--- src/rtl/alu_cc_branch_unit.sv ---
// rtl/alu_cc_branch_unit.sv - banked condition-code store with PC/EXEC phase FSM and branch resolve
module alu_cc_branch_unit #(
  parameter int NUM_BANKS = 2,
  parameter int BANK_W    = 1,
  parameter int EXT_FLAGS = 0,
  parameter int COUNT_W   = 8
) (
  input  logic               clka,
  input  logic               reset_in,
  input  logic               stall_in,
  input  logic [BANK_W-1:0]  bank_sel_in,
  input  logic               we_reg_in,
  input  logic               n_alu_in,
  input  logic               z_alu_in,
  input  logic               p_alu_in,
  input  logic               c_alu_in,
  input  logic               v_alu_in,
  input  logic               n_dec_in,
  input  logic               z_dec_in,
  input  logic               p_dec_in,
  input  logic [1:0]         cv_dec_in,
  input  logic               br_in,
  output logic               pc_ctl_0_out,
  output logic               pc_latch_out,
  output logic [1:0]         state_out,
  output logic [4:0]         cc_out,
  output logic               flag_err_out,
  output logic [COUNT_W-1:0] taken_count_out
);

  typedef enum logic [1:0] {
    S_IDLE = 2'd0,
    S_PC   = 2'd1,
    S_EXEC = 2'd2
  } state_t;

  state_t             r_state;
  state_t             w_state_nxt;
  logic [2:0]         r_nzp [NUM_BANKS];
  logic [1:0]         r_cv  [NUM_BANKS];
  logic               r_pc_ctl;
  logic               r_flag_err;
  logic [COUNT_W-1:0] r_count;

  logic       w_sel_ok;
  logic [2:0] w_bank_nzp;
  logic [1:0] w_bank_cv;
  logic [1:0] w_cv_eff;
  logic [2:0] w_nzp_alu;
  logic [2:0] w_nzp_dec;
  logic       w_onehot;
  logic       w_hit;
  logic       w_wr_try;
  logic       w_wr_ok;
  logic       w_take;

  // Out-of-range selects match no bank, so they read as zero and never write.
  always_comb begin
    w_sel_ok   = 1'b0;
    w_bank_nzp = 3'b000;
    w_bank_cv  = 2'b00;
    for (int b = 0; b < NUM_BANKS; b++) begin
      if (bank_sel_in == BANK_W'(b)) begin
        w_sel_ok   = 1'b1;
        w_bank_nzp = r_nzp[b];
        w_bank_cv  = r_cv[b];
      end
    end
  end

  assign w_cv_eff  = (EXT_FLAGS != 0) ? w_bank_cv : 2'b00;
  assign w_nzp_alu = {n_alu_in, z_alu_in, p_alu_in};
  assign w_nzp_dec = {n_dec_in, z_dec_in, p_dec_in};
  assign w_onehot  = (w_nzp_alu == 3'b100) || (w_nzp_alu == 3'b010) || (w_nzp_alu == 3'b001);
  assign w_hit     = br_in & ((|(w_nzp_dec & w_bank_nzp)) | (|(cv_dec_in & w_cv_eff)));
  assign w_wr_try  = (r_state == S_EXEC) & ~stall_in & we_reg_in;
  assign w_wr_ok   = w_wr_try & w_onehot & w_sel_ok;
  assign w_take    = (r_state == S_PC) & ~stall_in & w_hit;

  always_ff @(posedge clka) begin
    if (reset_in) begin
      r_state <= S_IDLE;
    end else begin
      r_state <= w_state_nxt;
    end
  end

  // Idle always leaves on the first free edge, even under stall.
  always_comb begin
    w_state_nxt = r_state;
    case (r_state)
      S_IDLE:  w_state_nxt = S_PC;
      S_PC:    if (!stall_in) w_state_nxt = S_EXEC;
      S_EXEC:  if (!stall_in) w_state_nxt = S_PC;
      default: w_state_nxt = S_IDLE;
    endcase
  end

  always_ff @(posedge clka) begin
    if (reset_in) begin
      for (int b = 0; b < NUM_BANKS; b++) begin
        r_nzp[b] <= 3'b000;
        r_cv[b]  <= 2'b00;
      end
    end else if (w_wr_ok) begin
      for (int b = 0; b < NUM_BANKS; b++) begin
        if (bank_sel_in == BANK_W'(b)) begin
          r_nzp[b] <= w_nzp_alu;
          if (EXT_FLAGS != 0) r_cv[b] <= {c_alu_in, v_alu_in};
        end
      end
    end
  end

  always_ff @(posedge clka) begin
    if (reset_in) begin
      r_pc_ctl   <= 1'b0;
      r_flag_err <= 1'b0;
      r_count    <= '0;
    end else begin
      r_pc_ctl   <= w_take;
      r_flag_err <= w_wr_try & ~w_wr_ok;
      if (w_take && (r_count != {COUNT_W{1'b1}})) r_count <= r_count + COUNT_W'(1);
    end
  end

  assign pc_ctl_0_out    = r_pc_ctl;
  assign pc_latch_out    = (r_state == S_PC) & ~stall_in;
  assign state_out       = r_state;
  assign cc_out          = {w_bank_nzp, w_cv_eff};
  assign flag_err_out    = r_flag_err;
  assign taken_count_out = r_count;

endmodule

--- config.mk ---
export PLATFORM = sky130hd
export DESIGN_NAME = alu_cc_branch_unit
export DESIGN_NICKNAME = d
export VERILOG_FILES = /design/src/rtl/alu_cc_branch_unit.sv
export SDC_FILE = /design/constraint.sdc
export NUM_CORES = 1
export LEC_CHECK = 0
export ABC_CLOCK_PERIOD_IN_PS = 2200
export CORE_UTILIZATION = 45
export CTS_BUF_LIST = sky130_fd_sc_hd__clkbuf_8
export DETAILED_ROUTE_END_ITERATION = 7
export GPL_TIMING_DRIVEN = 0
export MAX_ROUTING_LAYER = met4
export PLACE_DENSITY = 0.84
export SLEW_MARGIN = 20
export SYNTH_ARGS = -nofsm -noshare
export SYNTH_HDL_FRONTEND = slang
export SYNTH_SLANG_ARGS = --single-unit
--- constraint.sdc ---
create_clock -name clka -period 2.2 [get_ports clka]
set_input_delay 0.33 -clock clka [delete_from_list [all_inputs] [get_ports clka]]
set_output_delay 0.33 -clock clka [all_outputs]
set_load 0.01 [all_outputs]
; ---- Yosys cells after proc, flatten, opt, wreduce, memory -nomap -nowiden
; Memory sizes are Yosys's and may differ from the RTL's.
; Cells that the tools add are included.
[totals]
ramBits = 6
input_bits = 16
wordCells = 48
ff_bits = 12
mem_count = 1
out_inout_bits = 18
[op_classes]
mux = 16
n_addsub = 1
eq_ne = 8
bitwise = 12
n_reduce_logical = 6
[mem_list]
columns = name, words, word_bits, read_ports, rd_ports_with_merged_regs, write_ports, line_no
row1 = r_nzp, 2, 3, 2, 0, 2, 39  ; logic [2:0] r_nzp [NUM_BANKS];
[op_table]
columns = operator, count
row1 = $mux 1, 10
row2 = $mux 3, 3
row3 = $add 8x1->8 const B, 1
row4 = $ne 8x8->1 const B, 1
row5 = $and 1x1->1, 7
row6 = $pmux 2 s3, 1
row7 = $mux 2, 2
row8 = $ne 2x2->1 const B, 2
row9 = $and 3x3->3, 1
row10 = $eq 3x1->1 const B, 1
row11 = $eq 3x2->1 const B, 1
row12 = $eq 3x3->1 const B, 1
row13 = $reduce_or 3->1, 1
row14 = $eq 2x1->1 const B, 1
row15 = $eq 2x2->1 const B, 1
row16 = $logic_not 2->1, 1
row17 = $logic_or 1x1->1, 2
row18 = $not 1->1, 2
row19 = $or 1x1->1, 2
row20 = $reduce_and 2->1, 1
row21 = $logic_and 1x1->1, 1

; ---- Longest topological paths before layout
; Gate-level depths: netlist (run 1).
[depth]
depth_word = 8
ltp_mapped = 6
ltp_nobuf = 5

; ---- Worst setup path after synthesis (run 1)
; OpenSTA, ideal clock, no wires.
[synth_path]
path_kind = register to register
start = reg r_count[0], in the netlist taken_count_out[0]
end = reg r_count[7], in the netlist taken_count_out[7]
path_buffers = 0
slack_ns = 0.335
path_stages_with_launch = 6
synth_period_minus_slack_ns = 1.865
arrival_ns = 1.796
cell_sequence = dfxtp_1 ha_1 nand3_1 or3b_2 or4_2 a21oi_2
[synth_between]
elab_chain_len = 2
[synth_lines]
columns = item, line_no
row1 = start: declaration, 43  ; logic [COUNT_W-1:0] r_count;
row2 = start signal: assignment, 123  ; if (w_take && (r_count != {COUNT_W{1'b1}})) r_count <= r_count + COUNT_W'(1);
row3 = branches (longest 2 deep; another with $add 8x1->8), -
; Several ways; the timed one is not identified.
; A chain may end at the register's enable or synchronous reset.

; ---- Worst setup path in the final report (run 1)
[layout_path]
start = in bank_sel_in
end = reg r_count[5], in the netlist taken_count_out[5]
[layout_between]
elab_chain_len = 6
[layout_lines]
columns = item, line_no
row1 = start: declaration, 11  ; input logic [BANK_W-1:0] bank_sel_in,
row2 = $mux 3, 63  ; if (bank_sel_in == BANK_W'(b)) begin
row3 = $and 3x3->3, 75  ; assign w_hit = br_in & ((|(w_nzp_dec & w_bank_nzp)) | (|(cv_dec_in & w_cv_eff)));
row4 = $reduce_or 3->1, 75
row5 = $and 1x1->1, 75
row6 = $and 1x1->1, 78  ; assign w_take = (r_state == S_PC) & ~stall_in & w_hit;
row7 = $logic_and 1x1->1, 123
; No other way between the ends.

==> summary by stage, run 1 <==
Clock network
The CTS H-tree depth is 1. The number of cells upsized or downsized after cts is 0. After clock tree synthesis, the clock-pin slew on the worst setup and hold paths is about 0.070 ns.

The number of buffers created by CTS is 3. No sink is reached through more buffers than the 2 on the longest clock path. The total of hold buffers inserted after clock tree synthesis is 0. The clock insertion delay at the later pin of the skew report is around 0.26 ns. The CTS tree is done. The clock net in this run drives a total of 18 sinks. The buffer cell driving the clock tree root is clkbuf_8.

Finish
The net count of the finished layout is about 140. The end-of-flow core utilization is a little under three quarters. The total area of sequential cells is approximately 420 um^2.

In the final layout, the multi-input gates occupy between 400 and 500 um^2. The post-route cell area is ~1300 um^2. The synthesis-to-finish area growth is 41.4%.

The share of final-layout standard cells stronger than drive strength 1 is between 20% and 30%. The filler cell count is about 150. The number of diodes is 0.

Drt
Dividing the detail-routed via count by the number of cells gives around 5.6. Wire segments on met3 add up to approximately 140 um in the final route. Summed over all nets, wire length on met2 after detailed routing comes to 995 um. The initial DRC count is 35. The routed layout has slightly above 800 vias. The number of iterations in the first detailed-routing pass is 4. The highest metal layer used by the detailed router is met4. In the final routing, the length of wire on met1 measures between 800 and 900 um. The post-detailed-route DRC marker count is 0.

Dividing the detail-routed wire length by the instance count gives 13.9 um. The wire length reported by the detailed router is between 1500 and 2000 um. Once detail routing completed, the nets flagged for antenna violations numbered 0.

Synth
The main combinational cell family by area after synthesis is simple AND/OR/NAND/NOR gates. The largest total area in the synthesized netlist belongs to dfxtp_1. Of the total synthesized cell area, the portion taken by XOR and XNOR cells is less than 1%. The Yosys step of the flow raised 0 warnings.

By instance count, the leading cell after synthesis is dfxtp_1. The proportion of synthesized area in mux cells is under 10%. The mean post-synth cell area is 10.7 um^2. Sorting the synthesized cells by area gives the leading types as dfxtp_1, edfxtp_1, a21oi_2.

The area share of and/or/nand/nor cells after synthesis is between 20% and 30%. After synthesis the cells add up to 906 um^2. Counting flops with an async set or reset pin after synthesis yields a share of 0%. The share of synthesized cell area in full adder, half adder and majority cells is 1.38%. Sorting the synthesized cells by how often they occur yields dfxtp_1, a21oi_2, edfxtp_1. The share of the Yosys chip area taken by registers is 46.4%. The number of flip-flops and latches in the synthesized netlist is 18. Of the post-synthesis cell area, the dominant cell type holds 26.5%. Counting flops with a built-in enable in the synthesized netlist gives 6.

The post-synthesis cell type count is 39. The synthesized netlist devotes approximately a fifth of its cell area to compound gates. In the synthesized netlist, the number of instances is 85. For this run, the leading register cell type out of synthesis is dfxtp_1.

Setup path
The number of buffer and inverter instances along the worst setup path is 3. The critical register-to-register path startpoint is taken_count_out[0]. The sort of element at the end of the critical path is a register.

Walking the worst path, the cells encountered are clkdlybuf4s50_1 > mux2_2 > a222oi_1 > buf_4 > buf_4 > or4_2 > a21oi_2. The number of cells traversed by the worst register-to-register path is 5. The timing startpoint of the critical path is bank_sel_in. The data required time of the worst path is 2.39 ns.

The timing endpoint of the critical path is taken_count_out[5]. The worst-case register-to-register setup slack is roughly 0.26 ns. The family of cells with the greatest summed delay on the critical path is buffers and inverters. The number of stages on the worst setup path is 7. By startpoint and endpoint, the worst setup path is classified as input port to register. The highest cell delay on the worst timing path is 0.65 ns.

The endpoint identified for the worst register-to-register timing path is taken_count_out[7]. The critical path data arrival time is ~2.3 ns. The worst setup path is launched from an input port. The highest net fanout along the worst path is 5. The standard cell with the maximum stage delay on the critical path is or4_2.

Among the stages of the critical path, the cell type that occurs most often is buf_4.

Die
The number of placement rows is 15. The number of top-level pins is 34. From left edge to right edge, the die measures approximately 47 um. The floorplan die height is 46.9 um.

The core area is ~1800 um^2. The full die area is between 2000 and 2500 um^2. Once the floorplan was initialized, standard cells occupied ~50% of the core.

Pwr
Across the VDD grid, the largest voltage drop is between 0.3 and 0.4 mV. The analysis attributes to cell leakage a power of about 0.00042 uW. The internal power of the cells is around 560 uW. Combinational cells account for between 10 and 15% of the total power. The sequential share of power is between 40% and 50%. In this run the power density over the cells is approximately 570 nW/um^2. Of the total power, the share spent switching nets is 22.5%. The analysis attributes to net switching a power of between 150 and 200 uW. Overall power consumption after layout is estimated at approximately 730 uW. The clock network fraction of design power is between 30% and 40%.

Timing
In this run the tightest slew margin relative to its limit is a little under three fifths. For this run, the top clock speed supported by timing is 0.473 GHz. The final number of hold-violating endpoints was 0. The number of failing setup endpoints in the final timing report is 0. On the final layout, the worst clock skew is 0.00484 ns. Setup repair after global routing left no endpoint under its margin. The final critical-path share of the clock period is between 90% and 100%. For the pin with the worst max-slew slack, the measured transition is around 0.64 ns. The clock period could shrink to 2.11 ns. The number of max-slew violations in the final report came to 0. Setup slack closes at about 0.086 ns.

Min path
The worst hold path belongs to the class register to register.

Run status
The flow ran to the end, and the final reports show no timing, DRC or antenna violations.

Global routing
The initial antenna violation count is 0. The global-route usage over all layers is roughly a fifth. For this run the aggregate overflow at the end of global routing stands at 0. The via count of the first global-routing pass came to between 700 and 800. The first global-routing pass estimated 3090 um of wire. Entering global routing, the biggest net connects 11 pins.

Placed design
The pre-CTS worst setup slack is -0.507 ns. The count of buffers added on input and output ports is 27. The placed cell area is around 1200 um^2. At the end of routability-driven placement, the weighted congestion stood at approximately 0.78.

The half-perimeter wire length after placement is 1510 um.

Run
The tool flagged a number of max-cap violations equal to 0.
flip-flops by register name, indices dropped and copies added (netlist names):
| name | count |
|---|---|
| taken_count_out | 8 |
| r_nzp | 6 |
| state_out | 2 |
| flag_err_out | 1 |
| pc_ctl_0_out | 1 |
per-layer routing:
| layer | vias to the layer above | track usage (%) |
|---|---|---|
| met4 | 0 | 17.1 |
| met3 | 4 | 3.46 |
| met2 | 40 | 31.7 |
| met1 | 373 | 25.1 |
| li1 | 391 | - |
| met5 | - | - |
logic make-up after synthesis:
| family | after synthesis |
|---|---|
| flip-flops | 18 |
| other | 1 |
| AO/OA/AOI/OAI | 22 |
| buffers and inverters | 7 |
| adder cells (fa/ha/maj) | 1 |
| multiplexers | 4 |
| AND/OR/NAND/NOR | 31 |
| XOR/XNOR | 1 |
cells in the final DEF, fill, tap and decap left out, types with 3 or more instances in the layout:
cell type         n
a21oi_2           7
buf_4             5
clkbuf_8          4
clkdlybuf4s50_1  27
dfxtp_1          12
edfxtp_1          6
nand2_1           4
nand3_1           3
nor2_1            3
nor2b_1           3
o31ai_1           5
or3b_2            3
or4_2             4
worst min-delay path, cell delays in order, from the launching register on:
cell     delay, ns
dfxtp_1       0.35
o21ai_2       0.07
a21oi_2       0.05
stage by stage:
step           std cells  hold slack, ns  setup TNS (ns)
3_3_place_gp         138           0.489           -3.89
2_1_floorplan         86           0.408               0
3_5_place_dp         138           0.497           -4.30
5_1_grt              144           0.536               0
6_report             144           0.508               0
4_1_cts              144           0.507               0
layout make-up:
class / instances / share of cell area (%)
clock buffers: 4 / 4.30
plain buffers: 5 / 2.44
multi-input cells: 61 / 35.2
repair buffers: 29 / 22.3
inverters: 2 / 0.586
flip-flops and latches: 18 / 32.8
well taps: 25 / 2.44
worst min-delay path by stage:
stage,end,depth (start not counted),slack [ns],from
final,taken_count_out[1],2,0.51,taken_count_out[1]
after global routing,taken_count_out[1],2,0.54,taken_count_out[1]
after CTS,taken_count_out[1],2,0.51,taken_count_out[1]
after detailed placement,taken_count_out[1],2,0.50,taken_count_out[1]
after global placement,state_out[0],1,0.49,state_out[1]
after floorplan,state_out[0],1,0.41,reset_in
power by group through the flow:
| stage | clock, uW | sequential [uW] | combinational [uW] |
|---|---|---|---|
| after floorplan | 0 | 362 | 43.2 |
| final | 274 | 354 | 100 |
| after CTS | 276 | 354 | 100 |
| after global routing | 288 | 355 | 108 |
| after global placement | 0 | 361 | 91.9 |
| after detailed placement | 0 | 362 | 94.5 |
what timing repair did:
action                                  CTS  global route
buffers inserted                          2             0
endpoints found under the setup margin    9             0
endpoints found under the hold margin     0             0
(Power assumes the default switching activity.)
==> run 2, diff against run 1 <==
CORE_ASPECT_RATIO = 1.1   (was unset)
==> summary by stage, run 2 (synthesized netlist as in run 1, its figures left out) <==
Global routing
Entering global routing, the biggest net connects 11 pins. The via count of the first global-routing pass is ~740. Across every metal layer, demand over resource in global routing totals approximately a fifth. The overflow left after global routing is 0.

The initial antenna violation count came to 0. The wire length of the first global-routing pass is slightly above 3000 um.

Finish
Leaving out fill and tap cells, the most frequent cell in the layout is clkdlybuf4s50_1. The flip-flop count of the largest register, all copies and words added is 8. At the end of the flow, the number of nets in the layout was roughly 140. The filler cell count is 150. The count of cells in the finished layout, fillers not included, comes to roughly 150. Cells fill 69.6% of the core in the end. The repair_antennas step left the layout with diodes totalling 0. The share of final-layout standard cells stronger than drive strength 1 is about a quarter. After routing the design area is around 1300 um^2. The synthesis-to-finish area growth is 41.4%. In the layout the commonest cells are clkdlybuf4s50_1, dfxtp_1, a21oi_2.

Clock network
The longest clock path from root to sink contains 2 buffers. In this run, post-CTS repair resized a total of 0 instances. TritonCTS built the clock tree.

The CTS H-tree depth is 1. The clock net in this run drives a total of 18 sinks. Buffers inserted during clock tree synthesis total 3. The total of hold buffers inserted after clock tree synthesis is 0. The clock-pin slew reported for the worst setup and hold paths after clock tree synthesis is around 0.070 ns. Buffers added to address setup during post-CTS repair amount to 3. The later pin in the worst-skew pair is clocked with a latency of approximately 0.25 ns. The tree is rooted in a clkbuf_8.

Drt
The met3 routed wirelength is roughly 100 um. The total number of vias is about 810. The highest metal layer used by the detailed router is met4. Wire segments on met2 add up to ~1000 um in the final route.

After detailed routing, the average wire length per cell comes to 13.4 um. The detailed router finished its first iteration with 18 violations. Once detail routing completed, the nets flagged for antenna violations numbered 0. After detailed routing, the number of vias per cell comes to 5.52. The wire length reported by the detailed router is about 2000 um. The number of iterations in the first detailed-routing pass is 4. For this block, wires on met1 add up to roughly 860 um. For this run, design rule violations remaining after detail routing come to 0.

Timing
For the pin with the worst max-slew slack, the measured transition is between 0.6 and 0.7 ns. The relative slew slack is approximately three fifths. The number of failing setup endpoints in the final timing report is 0. The post-route worst setup slack is slightly above 0.07 ns. Timing would allow up to 0.470 GHz. The worst path in the final design needs a cycle of between 2 and 2.5 ns, including I/O delays and setup. The worst clock skew is 0.00122 ns.

Setup repair after global routing left no endpoint under its margin. The final number of hold-violating endpoints was 0. The final critical-path share of the clock period is 96.7%.

The number of max-slew violations in the final report is 0.

Placed design
The instance count after placement with tap cells included is 140. After detailed placement, the total cell area comes to roughly 1200 um^2. The half-perimeter wire length after placement is ~1400 um. The pre-CTS worst setup slack is -0.546 ns. Port buffering added 27 buffers. The last weighted congestion value of the routability-driven placer is between 0.7 and 0.8.

Setup path
The critical path data arrival time is between 2 and 2.5 ns. The data required time of the worst path is 2.39 ns. The sort of element at the end of the critical path is a register.

The kind of critical path is input port to register. The highest net fanout along the worst path is 5. STA classifies the critical path startpoint as an input port.

Die
Pin placement for this block handled 34 I/O pins. The floorplan has 16 rows. After floorplanning, the core was sized to cover 1840 um^2.

The die width is 44.8 um. The full die area is roughly 2200 um^2. The floorplan die height is ~50 um. For this configuration, the core starts out at a cell density of 49.2%.

Pwr
Summing internal, switching and leakage power gives between 600 and 700 uW. Dividing total power by cell area gives a power density of about 540 nW/um^2. IR analysis of the VDD net gives a maximum drop of ~0.38 mV. The leakage power of the design is 0.000424 uW.

Run status
The run finished with clean final reports.

Min path
The tightest min-delay check is of the register to register type.

Run
The count of maximum capacitance violations is 0.
## run 2: final cells by class
class / instances / area, um^2 / area share [%]
multi-input cells: 61 / 450 / 35.2
flip-flops and latches: 18 / 420 / 32.8
repair buffers: 30 / 293 / 22.9
clock buffers: 3 / 41.3 / 3.22
well taps: 27 / 33.8 / 2.64
plain buffers: 5 / 31.3 / 2.44
inverters: 2 / 7.51 / 0.586
clock inverters: 1 / 3.75 / 0.293
## run 2: worst max-delay path, stage by stage
cell,delay [ns]
clkdlybuf4s50_1,0.52
mux2_2,0.29
a222oi_1,0.07
buf_4,0.16
buf_4,0.14
or4_2,0.65
a21oi_2,0.15
## run 2: power by group
| group | internal, uW | switching (uW) |
|---|---|---|
| logic | 56.7 | 45.8 |
| clock network | 124 | 111 |
| registers | 350 | 4.13 |
## run 2: final timing paths
path	slack, ns	to	cells past startpoint	from
worst max-delay path	0.07	taken_count_out[7]	7	bank_sel_in
worst min-delay path	0.51	taken_count_out[1]	2	taken_count_out[1]
worst max register to register	0.27	taken_count_out[7]	5	taken_count_out[0]
worst min register to register	0.51	taken_count_out[1]	2	taken_count_out[1]
## run 2: per-layer routing
metal	vias up	global-route usage, %
met4	0	11.6
met3	4	4.07
met5	-	-
li1	393	-
met2	32	29.7
met1	383	23.6
## run 2: per-stage QoR
stage	hold WS (ns)	setup TNS [ns]
CTS	0.514	0
finish	0.510	0
global route	0.536	0
global placement	0.488	-4.07
floorplan	0.408	0
detailed placement	0.504	-4.56
==> run 3, diff against run 2 <==
ABC_CLOCK_PERIOD_IN_PS = 2500   (was 2200)
CORE_UTILIZATION = 48   (was 45)
PLACE_DENSITY = 0.89   (was 0.84)
clock period = 2.5 ns   (was 2.2 ns; I/O delays follow)
==> summary by stage, run 3 (synthesized netlist as in run 1, its figures left out) <==
Placed design
Once detailed placement completed, the half-perimeter wirelength came to 1460 um. The congestion estimate from routability-driven global placement came to 0.831. Port buffering added 27 buffers.

Pwr
The total power density per cell area is around 470 nW/um^2. The combinational group share of total power is 14.9%. Summed over all cells, the static leakage comes to about 0.00042 uW. The clock network burns between 30% and 40% of the power. Across the VDD grid, the largest voltage drop is about 0.33 mV.

The sequential share of power is between 50% and 60%. Net switching is between 20% and 30% of the power. The design draws around 600 uW.

Summed over all nets, the switching power comes to about 130 uW. The internal power of the cells totals approximately 460 uW.

Finish
The flip-flop count of the largest register, all copies and words added is 8. The end-of-flow core utilization is between 70 and 80%. The filler cell count is ~140.

The most common cell after layout, fill and taps aside is clkdlybuf4s50_1. Relative to the synthesized area, the layout overhead comes to 39.0%. Leaving out fill and tap cells, the most frequent cells in the layout are clkdlybuf4s50_1, dfxtp_1, a21oi_2. The final layout net count is ~140. The area of the multi-input gates is 450 um^2.

The share of final-layout standard cells stronger than drive strength 1 is between 20% and 30%. 0 antenna diodes ended up in the layout. The total area of sequential cells is about 420 um^2.

Clock network
The number of buffers created by CTS is 3. The CTS H-tree depth is 1. The CTS tree is done. The buffer cell driving the clock tree root is clkbuf_8. Hold repair after CTS inserted 0 buffers. In this run the deepest clock path goes through 2 buffers. For the worst-skew pair, the clock arrives at the later sink with an insertion delay of about 0.25 ns. The clock-pin slew reported for the worst setup and hold paths after clock tree synthesis is about 0.070 ns. CTS saw 18 sinks.

Die
The region available for standard cell placement spans roughly 1800 um^2. From bottom edge to top edge, the die measures around 48 um. The starting density of the core is about half. The number of top-level pins is 34. The number of placement rows is 16. The die width is approximately 43 um. The die covers a little over 2000 um^2.

Global routing
The via count of the first global-routing pass is between 600 and 700. For this run, the total global-route usage over all layers was measured as between 20% and 30%. The total overflow left after global routing is 0.

The first global-routing pass estimated 2950 um of wire. The initial antenna violation count is 0. The maximum number of pins on one net before global-route repair is 11.

Timing
The worst clock skew is about 0.0035 ns. The minimum hold slack is just over 0.5 ns. Setup total negative slack on the finished layout was measured at 0 ns. After layout, the worst path uses 88.7% of the clock period. Setup repair after global routing left no endpoint under its margin. The number of max-slew violations in the final report is 0. The final number of hold-violating endpoints is 0. The slew at the pin closest to its max-slew limit is slightly above 0.6 ns.

Based on the critical path, the design can be clocked at up to between 0.4 and 0.5 GHz. Measured against its own limit, the worst slew margin works out to between 50% and 60%. The worst path needs 2.22 ns of the cycle, external delays included. Setup violations remaining at the end of the flow were counted as 0.

Setup path
The worst setup path is launched from an input port. The kind of critical path is input port to primary output. In this run the critical register-to-register path is launched from taken_count_out[0].

The library cell appearing most often on the critical path is clkdlybuf4s50_1. The worst register-to-register path ends at taken_count_out[7]. The number of buffers and inverters on the critical path is 2. The standard cell with the maximum stage delay on the critical path is clkdlybuf4s50_1. The data required time of the worst path is between 2 and 2.5 ns. The highest cell delay on the worst timing path is ~0.6 ns. The number of cells traversed by the worst register-to-register path is 5.

The worst setup path is captured at a primary output. Of all nets on the critical path, the largest fanout is 5. The family of cells with the greatest summed delay on the critical path is buffers and inverters.

The critical path data arrival time is between 1.5 and 2 ns. The worst-case register-to-register setup slack is 0.55 ns. The critical path goes through clkdlybuf4s50_1 > mux2_2 > clkdlybuf4s50_1.

Drt
The total number of vias is 800. In the final routed layout, each cell accounts on average for 14.8 um. In the routed design, unresolved DRC markers number 4. The number of vias per cell after detailed routing is between 5 and 6. For this block, the initial DRC count from the detailed router was 35.

The wire length reported by the detailed router is approximately 2000 um. The number of nets still failing antenna checks after routing is 0. The first TritonRoute pass finished after 6 iterations.

Min path
The worst hold path depth is 2. The hold path startpoint is taken_count_out[1]. The path with the worst hold slack has its endpoint at taken_count_out[1]. The class of the most critical hold timing path is register to register.

Run status
The run finished, with violations left. The final reports fail on design-rule violations.

Run
The tool flagged a number of max-cap violations equal to 0.
[run 3: worst min-delay path: stages (launching register included)]
cell     delay, ns
dfxtp_1       0.34
o21ai_2       0.07
a21oi_2       0.05
[run 3: worst max path at each step]
| stage | slack, ns | to | cells past startpoint | start |
|---|---|---|---|---|
| 2_1_floorplan | 0.63 | taken_count_out[7] | 5 | taken_count_out[0] |
| 3_3_place_gp | -0.22 | taken_count_out[0] | 6 | bank_sel_in |
| 3_5_place_dp | -0.26 | taken_count_out[0] | 6 | bank_sel_in |
| 4_1_cts | 0.27 | cc_out[4] | 3 | bank_sel_in |
| 5_1_grt | 0.24 | pc_latch_out | 3 | stall_in |
| 6_report | 0.28 | cc_out[4] | 3 | bank_sel_in |
[run 3: power by group through the flow]
stage / clock network [uW] / registers, uW / logic, uW
2_1_floorplan: 0 / 319 / 38.0
3_3_place_gp: 0 / 318 / 81.0
3_5_place_dp: 0 / 318 / 83.1
4_1_cts: 199 / 312 / 88.4
5_1_grt: 213 / 312 / 94.1
6_report: 195 / 312 / 89.0
[run 3: per-layer routing]
layer | GRT usage, % | vias to the layer above | share of wire, %
li1 | - | 384 | -
met1 | 22.1 | 378 | 42
met2 | 37.3 | 34 | 51
met3 | 3.77 | 4 | 6.4
met4 | 7.50 | 0 | 0.75
met5 | - | - | 0
[run 3: layout make-up]
cell class,count,area share [%]
Buffer,5,2.49
Clock buffer,3,3.28
Inverter,2,0.596
Multi-Input combinational cell,61,35.8
Sequential cell,18,33.4
Tap cell,18,1.79
Timing Repair Buffer,29,22.7
[run 3: metrics by stage]
stage | instance area [um^2] | cells | setup slack, ns
floorplan | 910 | 86 | 0.635
global placement | 1200 | 131 | -0.221
detailed placement | 1200 | 131 | -0.259
CTS | 1260 | 136 | 0.267
global route | 1260 | 136 | 0.243
finish | 1260 | 136 | 0.284
[run 3: what timing repair did]
item / in CTS / in global routing
endpoints found under the setup margin: 4 / 0
gates resized for setup: 0 / 0
setup buffers: 2 / 0
